File: src/rtl/div_unit_pkg.sv
// div_unit_pkg: shared definitions for the iterative RV32M divider.
//   - DIV_* operation encodings driven on div_unit.op
//   - WB_DIV write-back select so the register-file write mux picks the
//     divider result
//   - divider FSM state encodings
//   - mag32 helper: two's-complement magnitude / conditional negation
package div_unit_pkg;

    // Operation encoding: op[1] selects remainder, op[0] selects unsigned.
    localparam logic [1:0] DIV_DIV  = 2'b00;
    localparam logic [1:0] DIV_DIVU = 2'b01;
    localparam logic [1:0] DIV_REM  = 2'b10;
    localparam logic [1:0] DIV_REMU = 2'b11;

    // Register-file write-back mux select for the divider result.
    localparam logic [2:0] WB_DIV = 3'd5;

    typedef enum logic [1:0] {
        DIV_IDLE = 2'd0,
        DIV_CALC = 2'd1,
        DIV_DONE = 2'd2
    } div_state_e;

    // Returns -v when neg is set, v otherwise. Used both for taking the
    // magnitude of signed operands and for the final sign fix.
    function automatic logic [31:0] mag32(input logic [31:0] v, input logic neg);
        return neg ? (~v + 32'd1) : v;
    endfunction

endpackage

File: src/rtl/div_unit.sv
// div_unit: radix-2 restoring divider for RV32M div/divu/rem/remu.
// One quotient bit per cycle (32 CALC cycles); divide-by-zero and signed
// overflow finish in a single cycle without entering CALC.
//
// Ports:
//   clk     in   clock, rising edge
//   rst     in   asynchronous active-high reset
//   start   in   request a division (accepted in IDLE or DONE)
//   op      in   [1:0] DIV_* operation
//   a       in   [31:0] dividend (rD1)
//   b       in   [31:0] divisor (rD2)
//   rd_in   in   [4:0] destination register tag
//   flush   in   abort the current operation (beats start and iteration)
//   busy    out  high while iterating
//   stall   out  holds upstream stages while a division is pending
//   done    out  one-cycle pulse, result/rd_out valid
//   result  out  [31:0] quotient or remainder
//   rd_out  out  [4:0] destination tag for write-back
module div_unit
    import div_unit_pkg::*;
#(
    parameter int XLEN = 32
) (
    input  logic            clk,
    input  logic            rst,
    input  logic            start,
    input  logic [1:0]      op,
    input  logic [XLEN-1:0] a,
    input  logic [XLEN-1:0] b,
    input  logic [4:0]      rd_in,
    input  logic            flush,
    output logic            busy,
    output logic            stall,
    output logic            done,
    output logic [XLEN-1:0] result,
    output logic [4:0]      rd_out
);

    div_state_e      state_q, state_d;
    logic [XLEN-1:0] dvd_q, dvd_d;       // dividend magnitude, shifted out MSB first
    logic [XLEN-1:0] dvs_q, dvs_d;       // divisor magnitude
    logic [XLEN:0]   rem_q, rem_d;       // 33-bit partial remainder
    logic [XLEN-1:0] quo_q, quo_d;       // quotient bits collected so far
    logic [4:0]      cnt_q, cnt_d;
    logic            q_neg_q, q_neg_d;
    logic            r_neg_q, r_neg_d;
    logic            rem_sel_q, rem_sel_d;  // op[1]: return remainder
    logic [4:0]      rd_q, rd_d;
    logic [XLEN-1:0] result_q, result_d;
    logic [4:0]      rd_out_q, rd_out_d;

    // Request decode
    logic            is_signed;
    logic            b_zero;
    logic            ovf;
    logic            fast;
    logic            accept;
    logic [XLEN-1:0] fast_res;

    assign is_signed = ~op[0];
    assign b_zero    = (b == '0);
    assign ovf       = is_signed && (a == 32'h8000_0000) && (b == 32'hFFFF_FFFF);
    assign fast      = b_zero | ovf;
    assign accept    = start && (state_q != DIV_CALC) && !flush;

    always_comb begin
        fast_res = '0;
        if (b_zero) begin
            fast_res = op[1] ? a : '1;
        end else if (ovf) begin
            fast_res = op[1] ? '0 : 32'h8000_0000;
        end
    end

    // One restoring step. The shifted remainder is widened by one bit so
    // the borrow of the trial subtraction lands in the top bit.
    logic [XLEN+1:0] shifted;
    logic [XLEN+1:0] trial;
    logic            take;
    logic [XLEN:0]   rem_next;
    logic [XLEN-1:0] quo_next;
    logic [XLEN-1:0] quo_fix;
    logic [XLEN-1:0] rem_fix;

    assign shifted  = {rem_q, dvd_q[XLEN-1]};
    assign trial    = shifted - {2'b00, dvs_q};
    assign take     = ~trial[XLEN+1];
    assign rem_next = take ? trial[XLEN:0] : shifted[XLEN:0];
    assign quo_next = {quo_q[XLEN-2:0], take};
    // q_neg/r_neg are only ever set for signed ops, so unsigned results
    // pass through unchanged.
    assign quo_fix  = mag32(quo_next, q_neg_q);
    assign rem_fix  = mag32(rem_next[XLEN-1:0], r_neg_q);

    always_comb begin
        state_d   = state_q;
        dvd_d     = dvd_q;
        dvs_d     = dvs_q;
        rem_d     = rem_q;
        quo_d     = quo_q;
        cnt_d     = cnt_q;
        q_neg_d   = q_neg_q;
        r_neg_d   = r_neg_q;
        rem_sel_d = rem_sel_q;
        rd_d      = rd_q;
        result_d  = result_q;
        rd_out_d  = rd_out_q;

        if (flush) begin
            // Abort: no done, result/rd_out keep their previous values.
            state_d = DIV_IDLE;
        end else if (accept) begin
            rem_sel_d = op[1];
            rd_d      = rd_in;
            dvd_d     = mag32(a, is_signed & a[XLEN-1]);
            dvs_d     = mag32(b, is_signed & b[XLEN-1]);
            q_neg_d   = is_signed & (a[XLEN-1] ^ b[XLEN-1]);
            r_neg_d   = is_signed & a[XLEN-1];
            rem_d     = '0;
            quo_d     = '0;
            cnt_d     = 5'd31;
            if (fast) begin
                result_d = fast_res;
                rd_out_d = rd_in;
                state_d  = DIV_DONE;
            end else begin
                state_d  = DIV_CALC;
            end
        end else begin
            case (state_q)
                DIV_CALC: begin
                    rem_d = rem_next;
                    quo_d = quo_next;
                    dvd_d = dvd_q << 1;
                    cnt_d = cnt_q - 5'd1;
                    if (cnt_q == 5'd0) begin
                        result_d = rem_sel_q ? rem_fix : quo_fix;
                        rd_out_d = rd_q;
                        state_d  = DIV_DONE;
                    end
                end
                DIV_DONE: state_d = DIV_IDLE;
                default:  state_d = DIV_IDLE;
            endcase
        end
    end

    always_ff @(posedge clk or posedge rst) begin
        if (rst) begin
            state_q   <= DIV_IDLE;
            dvd_q     <= '0;
            dvs_q     <= '0;
            rem_q     <= '0;
            quo_q     <= '0;
            cnt_q     <= '0;
            q_neg_q   <= 1'b0;
            r_neg_q   <= 1'b0;
            rem_sel_q <= 1'b0;
            rd_q      <= '0;
            result_q  <= '0;
            rd_out_q  <= '0;
        end else begin
            state_q   <= state_d;
            dvd_q     <= dvd_d;
            dvs_q     <= dvs_d;
            rem_q     <= rem_d;
            quo_q     <= quo_d;
            cnt_q     <= cnt_d;
            q_neg_q   <= q_neg_d;
            r_neg_q   <= r_neg_d;
            rem_sel_q <= rem_sel_d;
            rd_q      <= rd_d;
            result_q  <= result_d;
            rd_out_q  <= rd_out_d;
        end
    end

    assign busy   = (state_q == DIV_CALC);
    assign done   = (state_q == DIV_DONE);
    // Only a slow-path request stalls in its own start cycle.
    assign stall  = busy | (start & ~busy & ~fast);
    assign result = result_q;
    assign rd_out = rd_out_q;

endmodule

File: config.mk
export PLATFORM = sky130hd
export DESIGN_NAME = div_unit
export DESIGN_NICKNAME = d
export VERILOG_FILES = /design/src/rtl/div_unit_pkg.sv /design/src/rtl/div_unit.sv
export SDC_FILE = /design/constraint.sdc
export NUM_CORES = 1
export LEC_CHECK = 0
export CELL_PAD_IN_SITES_DETAIL_PLACEMENT = 0
export CELL_PAD_IN_SITES_GLOBAL_PLACEMENT = 1
export CORE_MARGIN = 2
export CORE_UTILIZATION = 40
export CTS_BUF_LIST = sky130_fd_sc_hd__clkbuf_4
export CTS_CLUSTER_SIZE = 12
export DETAILED_ROUTE_END_ITERATION = 10
export PLACE_DENSITY = 0.8
export SYNTH_ARGS = -nofsm -noshare
export SYNTH_HDL_FRONTEND = slang
export SYNTH_SLANG_ARGS = --single-unit
File: constraint.sdc
create_clock -name clk -period 7.9 [get_ports clk]
set_input_delay 1.58 -clock clk [delete_from_list [all_inputs] [get_ports clk]]
set_output_delay 1.58 -clock clk [all_outputs]
set_load 0.005 [all_outputs]
==> results.cfg <==
[die]
initial_core_util_pct = 40.40
die_w_um = 181.8
num_rows = 65
ioPinCount = 115
fp.dieH_um = 181.8
die-area_sq_um = 33060
core-area_sq_um = 31310

[global_route]
grt_start_max_net_pins = 98
track_usage_pct = 24.71
grt_pass1_vias = 11170
grt_pass1_wl_um = 63740
grt-ovfl-total = 0
antenna_found_initial = 1

[timing]
fin_worst_skew_ns = 0.03622
timing.final.crit_share_pct = 83.52
slew_violations = 0
fmax_mhz = 151.6
finalSetupTns_ns = 0
hold_violations = 0
rsz0062_at_grt = no
setup-violations-final = 0
timing.hold.ws_ns = 0.4870
fin_crit_ns = 6.598
worst_slew_pin_slew_ns = 1.082
slew_headroom_pct = 27.58

[critical_path]
cp_cell_sequence = clkdlybuf4s50_1 > or3_1 > or3_1 > or2_1 > or4_4 > or4_4 > o21ai_2 > o21ai_0 > clkdlybuf4s50_1
crit_family = simple AND/OR/NAND/NOR gates
crit_type = in -> out
cpPeakStageDelay_ns = 0.53
cp.arrival_ns = 5.02
crit_start = a[21]
critPathBufInv = 2
rr_startpoint = rem_q[18]
end_kind = output port
reg2reg_depth = 18
crit_path_top_delay_cell = or4_4
required_ns = 6.32
r2r_setup_slack_ns = 2.09
path_max_fanout = 5
r2r-end = result[24]
worst_setup_path_start_kind = input port

[route]
num_vias = 11770
drt_iter0_markers = 914
wl_per_cell_um = 20.09
dr.pass1.iters = 7
top_layer = met4
drt-met1-wl_um = 17760
viasPerCell = 5.889
drc_errors = 0
wl_met3_um = 2351
wl_met2_um = 19070
ant_nets = 0
routed_wl_um = 40150

[power_and_ir_drop]
ir_drop_v = 0.0002223
total_power_w = 0.005035
leakage_nw = 5.925
powerDensity_nw_per_um2 = 349.6

[worst_hold_path]
hold_depth = 2
hold_path_end = rd_q[1]
hold_start = rd_q[1]
hold_class = reg -> reg

[clock_tree]
clk_path_buf_depth = 2
cts_setup_buffers = 0
insertion_delay_ns = 0.61
cts_tree = yes
cts_resized = 0
clkSlewWorstSetupHoldPaths_ns = 0.15
htree_levels = 4
clock-root-buffer = clkbuf_4
cts_buffers = 17
hold_buffers = 0
clock-sinks = 180

[synth]
synthArstFlopShare_pct = 100.0
syn-cell-area_sq_um = 12650
postSynthAreaPerCell_sq_um = 8.366
synthFlopType = dfrtp_1
ys_types = 82
ys_seq_elements = 180
syn_inst = 1512
ys_seq_area_share_pct = 35.61
synth_nets = 1627
synth_edf_count = 0
yosys_warnings = 0

[placed_design]
post_dp_cell_area_sq_um = 14110
place.gp.congestion = 0.8871
dp_hpwl_um = 30050
dp.cells = 1966
portBuffers = 114

[outcome]
outcome = complete, no violations

[final_layout]
final_cells = 1998
nets = 1698
syn_to_final_growth_pct = 13.84
stdcell_area_sq_um = 14400
layout-drive-gt1-share_pct = 5.705

[run]
maxCapViolations = 0
-- per-stage QoR --
step / setup slack [ns] / util (%)
3_3_place_gp: 1.375 / 45.08
2_1_floorplan: 1.433 / -
6_report: 1.302 / 45.99
3_5_place_dp: 1.346 / 45.08
5_1_grt: 1.146 / 45.99
4_1_cts: 1.331 / 45.98
-- Yosys cell counts, types with 31 or more instances --
master / number / area share [%]
nand2_1: 197 / 5.8
o21ai_0: 187 / 7.4
dfrtp_1: 180 / 36
nor2_1: 103 / 3.1
xnor2_1: 95 / 6.6
a21oi_1: 93 / 3.7
clkbuf_1: 58 / 1.7
inv_1: 55 / 1.6
xor2_1: 48 / 3.3
ha_1: 39 / 3.9
a22o_1: 33 / 2.3
nor3_1: 31 / 1.2
-- layout make-up --
class	instances	area (sq um)
fill	3080	16910
tap	402	503.0
sequential	180	4504
multi-input combinational	1196	7624
inverter	58	222.7
timing repair buffer	130	1261
antenna	1	2.502
clock inverter	13	147.6
clock buffer	18	135.1
-- kinds of logic (layout without fill, tap and decap cells) --
group           Yosys count  in the layout  synth area share (%)
buf+inv                 136            219                 4.332
compound gates          518            518                 26.41
xor+xnor                143            143                 9.901
simple gates            458            458                 16.72
mux                      37             37                 3.017
other cells               0              1                     0
fa+ha+maj                40             40                 4.016
flops                   180            180                 35.61
-- routing by layer --
metal / vias to the layer above / GRT usage, %
met5: - / 0
met4: 0 / 7.317
met3: 55 / 3.851
met2: 407 / 41.50
met1: 5690 / 32.91
li1: 5614 / -
-- where the power goes --
group / internal (W) / switching, W
Clock: 0.000196 / 0.000361
Combinational: 0.00116 / 0.00202
Sequential: 0.00110 / 0.000193
-- layout by cell type (no fill, tap or decap), drive strengths merged, types with 11 or more instances in the layout --
master,n
nand2,198
o21ai,198
dfrtp,180
clkdlybuf4s50,114
nor2,104
a21oi,96
xnor2,95
inv,61
xor2,48
ha,39
a22o,33
nor3,32
a22oi,29
mux2i,28
o31ai,24
o211ai,20
or3,19
nand4,18
clkbuf,18
a31oi,18
nand3,17
buf,16
o41ai,14
nand2b,13
o21a,13
a21o,12
nor4,11
-- registers in the layout, summed over array words and instances (netlist names) --
register   count
state_q        2
rd_q           5
q_neg_q        1
rem_q         33
rem_sel_q      1
dvd_q         32
result        32
dvs_q         32
cnt_q          5
rd_out         5
quo_q         31
r_neg_q        1
-- tightest hold or removal path: stages, from the launching register on --
cell and delay (ns):
dfrtp_1 0.35, nand2_1 0.04, nand2_1 0.07
-- how the worst max path moves through the flow --
stage,endpoint,depth (start not counted),slack [ns]
after floorplan,cnt_q[0],1,1.43
after global placement,stall,9,1.37
after detailed placement,stall,9,1.35
after CTS,stall,9,1.33
after global routing,stall,9,1.15
final,stall,9,1.30
Note: power is estimated with default switching activity, not from simulation.
